===== src/rtl/fp_add_pipe.sv =====
// Three-stage floating-point adder/subtractor (align, add, normalise/round/pack)
// with round-to-nearest-even, flush-to-zero and a single global stall.
module fp_add_pipe #(
   parameter int EXP_W = 8,
   parameter int MAN_W = 23
) (
   input  logic                   clk,
   input  logic                   rst,
   input  logic [EXP_W+MAN_W:0]   OperandA,
   input  logic [EXP_W+MAN_W:0]   OperandB,
   input  logic                   sub,
   input  logic                   in_valid,
   output logic                   in_ready,
   output logic [EXP_W+MAN_W:0]   out,
   output logic                   out_valid,
   input  logic                   out_ready,
   output logic                   NaN,
   output logic                   Exception,
   output logic                   overflow,
   output logic                   zero,
   output logic                   inexact
);

   localparam int W    = 1 + EXP_W + MAN_W;
   localparam int FW   = MAN_W + 4;
   localparam int LZ_W = $clog2(MAN_W + 5);
   localparam logic [EXP_W-1:0] EXP_MAX = '1;
   localparam logic signed [EXP_W+1:0] EXP_MAX_S = signed'({2'b00, EXP_MAX});

   // Handshake: a transfer happens on a clock edge where valid && ready.
   // Every stage moves together when advance=1 and holds otherwise, so the
   // result registers stay stable while out_valid=1 and out_ready=0.
   logic advance;
   assign advance  = out_ready || !out_valid;
   assign in_ready = advance;

   function automatic logic [LZ_W-1:0] lzc(input logic [FW-1:0] v);
      lzc = '0;
      for (int i = 0; i < FW; i++) begin
         if (v[i]) lzc = LZ_W'(FW - 1 - i);
      end
   endfunction

   // ---------------- S1: unpack, classify, swap, align ----------------
   logic             sign_a, sign_b, nan_a, nan_b, inf_a, inf_b, a_ge;
   logic [EXP_W-1:0] exp_a, exp_b, big_exp, small_exp, d;
   logic [MAN_W-1:0] frac_a, frac_b, big_frac, small_frac;
   logic             big_sign, small_sign;
   logic [FW-1:0]    small_full, small_shift, small_lost;
   logic             c1_nan, c1_inf, c1_inf_sign;

   always_comb begin
      sign_a = OperandA[W-1];
      sign_b = OperandB[W-1] ^ sub;
      exp_a  = OperandA[W-2:MAN_W];
      exp_b  = OperandB[W-2:MAN_W];
      frac_a = OperandA[MAN_W-1:0];
      frac_b = OperandB[MAN_W-1:0];
      nan_a  = (exp_a == EXP_MAX) && (frac_a != '0);
      nan_b  = (exp_b == EXP_MAX) && (frac_b != '0);
      inf_a  = (exp_a == EXP_MAX) && (frac_a == '0);
      inf_b  = (exp_b == EXP_MAX) && (frac_b == '0);
      c1_nan      = nan_a || nan_b || (inf_a && inf_b && (sign_a != sign_b));
      c1_inf      = (inf_a || inf_b) && !c1_nan;
      c1_inf_sign = inf_a ? sign_a : sign_b;
      // No subnormals: a zero exponent means a (signed) zero.
      if (exp_a == '0) frac_a = '0;
      if (exp_b == '0) frac_b = '0;
      a_ge = {exp_a, frac_a} >= {exp_b, frac_b};
      if (a_ge) begin
         big_sign = sign_a; big_exp = exp_a; big_frac = frac_a;
         small_sign = sign_b; small_exp = exp_b; small_frac = frac_b;
      end else begin
         big_sign = sign_b; big_exp = exp_b; big_frac = frac_b;
         small_sign = sign_a; small_exp = exp_a; small_frac = frac_a;
      end
      d           = big_exp - small_exp;
      small_full  = {(small_exp != '0), small_frac, 3'b000};
      small_shift = small_full >> d;
      small_lost  = small_full & ~({FW{1'b1}} << d);
   end

   logic             s1_valid, s1_sign, s1_eff_sub, s1_nan, s1_inf, s1_inf_sign;
   logic [EXP_W-1:0] s1_exp;
   logic [FW-1:0]    s1_ma, s1_mb;

   always_ff @(posedge clk or negedge rst) begin
      if (!rst) begin
         s1_valid    <= 1'b0;
         s1_sign     <= 1'b0;
         s1_eff_sub  <= 1'b0;
         s1_nan      <= 1'b0;
         s1_inf      <= 1'b0;
         s1_inf_sign <= 1'b0;
         s1_exp      <= '0;
         s1_ma       <= '0;
         s1_mb       <= '0;
      end else if (advance) begin
         s1_valid    <= in_valid;
         s1_sign     <= big_sign;
         s1_eff_sub  <= big_sign ^ small_sign;
         s1_nan      <= c1_nan;
         s1_inf      <= c1_inf;
         s1_inf_sign <= c1_inf_sign;
         s1_exp      <= big_exp;
         s1_ma       <= {(big_exp != '0), big_frac, 3'b000};
         s1_mb       <= {small_shift[FW-1:1], small_shift[0] | (|small_lost)};
      end
   end

   // ---------------- S2: magnitude add / subtract ----------------
   logic [FW:0] sum;
   always_comb begin
      if (s1_eff_sub) sum = {1'b0, s1_ma} - {1'b0, s1_mb};
      else            sum = {1'b0, s1_ma} + {1'b0, s1_mb};
   end

   logic             s2_valid, s2_sign, s2_eff_sub, s2_nan, s2_inf, s2_inf_sign;
   logic [EXP_W-1:0] s2_exp;
   logic [FW:0]      s2_sum;

   always_ff @(posedge clk or negedge rst) begin
      if (!rst) begin
         s2_valid    <= 1'b0;
         s2_sign     <= 1'b0;
         s2_eff_sub  <= 1'b0;
         s2_nan      <= 1'b0;
         s2_inf      <= 1'b0;
         s2_inf_sign <= 1'b0;
         s2_exp      <= '0;
         s2_sum      <= '0;
      end else if (advance) begin
         s2_valid    <= s1_valid;
         s2_sign     <= s1_sign;
         s2_eff_sub  <= s1_eff_sub;
         s2_nan      <= s1_nan;
         s2_inf      <= s1_inf;
         s2_inf_sign <= s1_inf_sign;
         s2_exp      <= s1_exp;
         s2_sum      <= sum;
      end
   end

   // ---------------- S3: normalise, round, pack ----------------
   logic [FW-1:0]             norm;
   logic [LZ_W-1:0]           lz;
   logic signed [EXP_W+1:0]   e_base, e_norm, e_fin;
   logic                      inc;
   logic [MAN_W+1:0]          mant_r;
   logic [MAN_W-1:0]          frac_fin;
   logic [W-1:0]              res;
   logic                      r_nan, r_exc, r_ovf, r_zero, r_inx;

   always_comb begin
      e_base = signed'({2'b00, s2_exp});
      lz     = lzc(s2_sum[FW-1:0]);
      if (s2_sum[FW]) begin
         norm   = {s2_sum[FW:2], s2_sum[1] | s2_sum[0]};
         e_norm = e_base + (EXP_W+2)'(1);
      end else begin
         norm   = s2_sum[FW-1:0] << lz;
         e_norm = e_base - signed'({{(EXP_W+2-LZ_W){1'b0}}, lz});
      end
      inc    = norm[2] && (norm[1] || norm[0] || norm[3]);
      mant_r = {1'b0, norm[FW-1:3]} + {{(MAN_W+1){1'b0}}, inc};
      // Rounding can carry into a new leading bit (1.11..1 -> 10.00..0).
      if (mant_r[MAN_W+1]) begin
         e_fin    = e_norm + (EXP_W+2)'(1);
         frac_fin = mant_r[MAN_W:1];
      end else begin
         e_fin    = e_norm;
         frac_fin = mant_r[MAN_W-1:0];
      end
      res    = '0;
      r_nan  = 1'b0;
      r_exc  = 1'b0;
      r_ovf  = 1'b0;
      r_zero = 1'b0;
      r_inx  = 1'b0;
      if (s2_nan) begin
         res   = {1'b0, EXP_MAX, 1'b1, {(MAN_W-1){1'b0}}};
         r_nan = 1'b1;
      end else if (s2_inf) begin
         res   = {s2_inf_sign, EXP_MAX, {MAN_W{1'b0}}};
         r_exc = 1'b1;
      end else if (s2_sum == '0) begin
         // Exact cancellation gives +0; only (-0)+(-0) keeps the minus sign.
         res    = {s2_sign && !s2_eff_sub, {(W-1){1'b0}}};
         r_zero = 1'b1;
      end else if (!s2_sum[FW] && (e_norm[EXP_W+1] || e_norm == '0)) begin
         res    = {s2_sign, {(W-1){1'b0}}};
         r_zero = 1'b1;
         r_inx  = 1'b1;
      end else if (e_fin >= EXP_MAX_S) begin
         res   = {s2_sign, EXP_MAX, {MAN_W{1'b0}}};
         r_exc = 1'b1;
         r_ovf = 1'b1;
         r_inx = 1'b1;
      end else begin
         res   = {s2_sign, e_fin[EXP_W-1:0], frac_fin};
         r_inx = |norm[2:0];
      end
   end

   always_ff @(posedge clk or negedge rst) begin
      if (!rst) begin
         out_valid <= 1'b0;
         out       <= '0;
         NaN       <= 1'b0;
         Exception <= 1'b0;
         overflow  <= 1'b0;
         zero      <= 1'b0;
         inexact   <= 1'b0;
      end else if (advance) begin
         out_valid <= s2_valid;
         out       <= res;
         NaN       <= r_nan;
         Exception <= r_exc;
         overflow  <= r_ovf;
         zero      <= r_zero;
         inexact   <= r_inx;
      end
   end

endmodule


===== config.mk =====
export PLATFORM = sky130hd
export DESIGN_NAME = fp_add_pipe
export DESIGN_NICKNAME = d
export VERILOG_FILES = /design/src/rtl/fp_add_pipe.sv
export SDC_FILE = /design/constraint.sdc
export NUM_CORES = 1
export LEC_CHECK = 0
export ABC_AREA = 1
export CAP_MARGIN = 25
export CORE_MARGIN = 10
export CORE_UTILIZATION = 30
export CTS_CLUSTER_SIZE = 24
export DETAILED_ROUTE_END_ITERATION = 12
export PLACE_DENSITY_LB_ADDON = 0.12
export SLEW_MARGIN = 20
export SYNTH_ARGS = -nofsm -noshare
export SYNTH_HDL_FRONTEND = slang
export SYNTH_SLANG_ARGS = --single-unit

===== constraint.sdc =====
create_clock -name clk -period 6 [get_ports clk]
set_input_delay 0.6 -clock clk [delete_from_list [all_inputs] [get_ports clk]]
set_output_delay 0.6 -clock clk [all_outputs]
set_load 0.02 [all_outputs]

==> impl_metrics.tcl <==
set metrics [dict create \
    timing.final.crit_share_pct 96.2 \
    cp_common_cell "nand2_1" \
    area.growth.synth_to_final_pct 29.1 \
    start_util_pct 30.3 \
    ioPinCount 108 \
    layout_common_cells "nand2_1 (717), nand3_1 (277), buf_4 (244)" \
    layout_setup_ws_ns 0.226 \
    relSlewSlack_pct 32.3 \
    path_max_fanout 7 \
    dieArea_um2 57500 \
    yosysUniqueCellTypes 58 \
    crit_path_end_kind "flip-flop" \
    core_um2 47700 \
    dr.first_iter.drc_count 1189 \
    fin_crit_ns 5.77 \
    drtPass1Iterations 5 \
    p_leak_nw 9.23 \
    antenna_found_initial 0 \
    hold_viol 0 \
    reg2reg_depth 42 \
    timing.rr.end "out[22]$_DFFE_PN0P_" \
    htreeDepth 4 \
    dpl.hpwl_um 46400 \
    final_common_cell "nand2_1" \
    finalMaxSlewViolations 0 \
    yosys-top-cells-area "dfrtp_1 (25%), nand2_1 (19%), nand3_1 (9.6%)" \
    crit_buf_inv 8 \
    synthesis.area_um2 14500 \
    rrSetupSlack_ns 0.58 \
    avgSynthCellArea_um2 6.19 \
    grt_pass1_vias 15800 \
    drive_gt1_share_pct 13.9 \
    ys_seq_area_share_pct 25.1 \
    routed_wirelength_um 58000 \
    rows 80 \
    drc 0 \
    ys_ff_latch 145 \
    cts.sink_count 145 \
    cts.clk_slew.worst_paths_ns 0.07 \
    yosys.area.top_type "dfrtp_1" \
    worst_slew_pin_slew_ns 1.01 \
    finClkSkew_ns 0.0186 \
    synthCells 2340 \
    critPathMaxStageDelay_ns 0.60 \
    portBuffers 107 \
    cts_buffer_depth 2 \
    r2r_start "s2_sum[3]$_DFFE_PN0P_" \
    dp_slack_ns -0.669 \
    wl_per_cell_um 17.9 \
    grt_max_degree 97 \
    worstSkewPairLatency_ns 0.45 \
    cp-start-kind "input pin" \
    vias 16400 \
    num-nets-final 2776 \
    grt_util_all_layers_pct 20.0 \
    hold_class "in -> async" \
    die_y_um 240 \
    critPathArrivalTime_ns 6.06 \
    synth_edf_count 0 \
    synth_top_area_share_pct 25.1 \
    fmax_mhz 173 \
    fillCellCount 5212 \
    grt_first_pass_wirelength_um 90900 \
    cp_data_required_time_ns 6.29 \
    cts-buffers-inserted 17 \
    ant_nets 0 \
    root_buffer "clkbuf_16" \
    synthesis.nets 2501 \
    yosysWarningCount 0 \
    whs_ns 0.202 \
    p_total_w 0.00902 \
    die_w_um 240 \
    setup_viol 0 \
    slowest_stage "nor3_1" \
    crit_type "in -> reg" \
    gp_congestion 0.936 \
    gr-total-overflow 0 \
    irDropWorstVdd_mv 0.221 \
    cts_tree "built" \
    powerDensity_nw_per_um2 483 \
    synth_ff_type "dfrtp_1" \
    ys_async_sr_fraction_pct 100 \
    multi_input_area_um2 9690 \
    regArea_um2 3630 \
    diodes 0 \
    max-cap-violations 0 \
    fin_util_pct 39.1 \
    cpLargestDelayFamily "simple AND/OR/NAND/NOR gates" \
    vias_per_cell 5.07 \
    outcome "completed" \
]
how the worst max path moves through the flow:
stage	start	to	slack [ns]	cells after the start
after floorplan	OperandA[27]	s1_mb[0]$_DFFE_PN0P_	0.44	38
after global placement	OperandA[29]	s1_mb[3]$_DFFE_PN0P_	-0.61	37
after detailed placement	OperandA[29]	s1_mb[15]$_DFFE_PN0P_	-0.67	37
after CTS	OperandB[23]	s1_mb[15]$_DFFE_PN0P_	-0.03	41
after global routing	OperandA[30]	s1_mb[0]$_DFFE_PN0P_	-0.03	41
final	OperandB[28]	s1_mb[15]$_DFFE_PN0P_	0.23	34
power by group:
group	internal [W]	switching, W	total (W)
Clock	0.000633	0.000488	0.00112
Combinational	0.00218	0.00397	0.00616
Sequential	0.00135	0.000390	0.00174
through the flow:
stage	setup TNS [ns]	area [µm²]	instances
after CTS	-0.0316	18400	3228
final	0	18700	3243
after global placement	-10.07	17700	3196
after global routing	-0.0885	18700	3243
after detailed placement	-11.53	17700	3196
after floorplan	0	14500	2340
synthesized netlist by cell type, types with 3 or more instances:
library cell,instances
o21ai_1,9
a31oi_1,14
nand2_1,722
o21ai_2,3
xor2_1,44
nand3_1,279
o21a_1,3
nor2_2,4
inv_2,10
a21oi_1,91
a22oi_1,5
xnor2_1,11
dfrtp_1,145
buf_2,11
and2_1,3
nor2_1,149
o22ai_1,17
nor2_4,3
clkbuf_1,83
buf_1,3
o21bai_1,7
nor4_1,20
nand4_1,38
o31ai_1,9
inv_1,217
buf_4,5
clkinv_1,4
a211oi_1,5
or2_2,7
nor3_1,22
o211ai_1,15
ha_1,90
o21ai_0,248
nand2_2,5
buf_6,5
state kept, by name, indices dropped and copies added (netlist names), 8 cells and up:
register	count
out	32
s1_exp	8
s1_ma	24
s1_mb	27
s2_exp	8
s2_sum	28
cells by family (layout without fill, tap and decap cells):
| family | count (synthesis) | after routing | share of synthesized area (%) |
|---|---|---|---|
| flops | 145 | 145 | 25.1 |
| compound gates | 445 | 445 | 17.0 |
| simple gates | 1264 | 1264 | 37.2 |
| xor+xnor | 55 | 55 | 3.33 |
| fa+ha+maj | 92 | 92 | 8.05 |
| mux | 1 | 1 | 0.0691 |
| buf+inv | 338 | 626 | 9.24 |
routing by layer:
layer  track usage (%)  wire (µm)  up-vias
met5                 0          0        -
met4              5.40       1320        0
met3              2.17       2140       63
met2              34.1      28100      381
met1              26.1      26500     7653
li1                  -          -     8340
final cells by class:
cell class                 instances  area share, %
multi-input combinational       1857           51.8
clock inverter                    15          0.991
tap                              615           4.12
timing repair buffer             363           16.7
sequential                       145           19.4
inverter                         231           4.66
clock buffer                      17           2.28
what timing repair did:
item	in CTS	in global routing
setup buffers	0	13
pin swaps	0	18
resized for setup	3	70
hold buffers	0	0
cloned	0	1
endpoints found under the setup margin	13	58
Power figures use the tool's default switching activity.
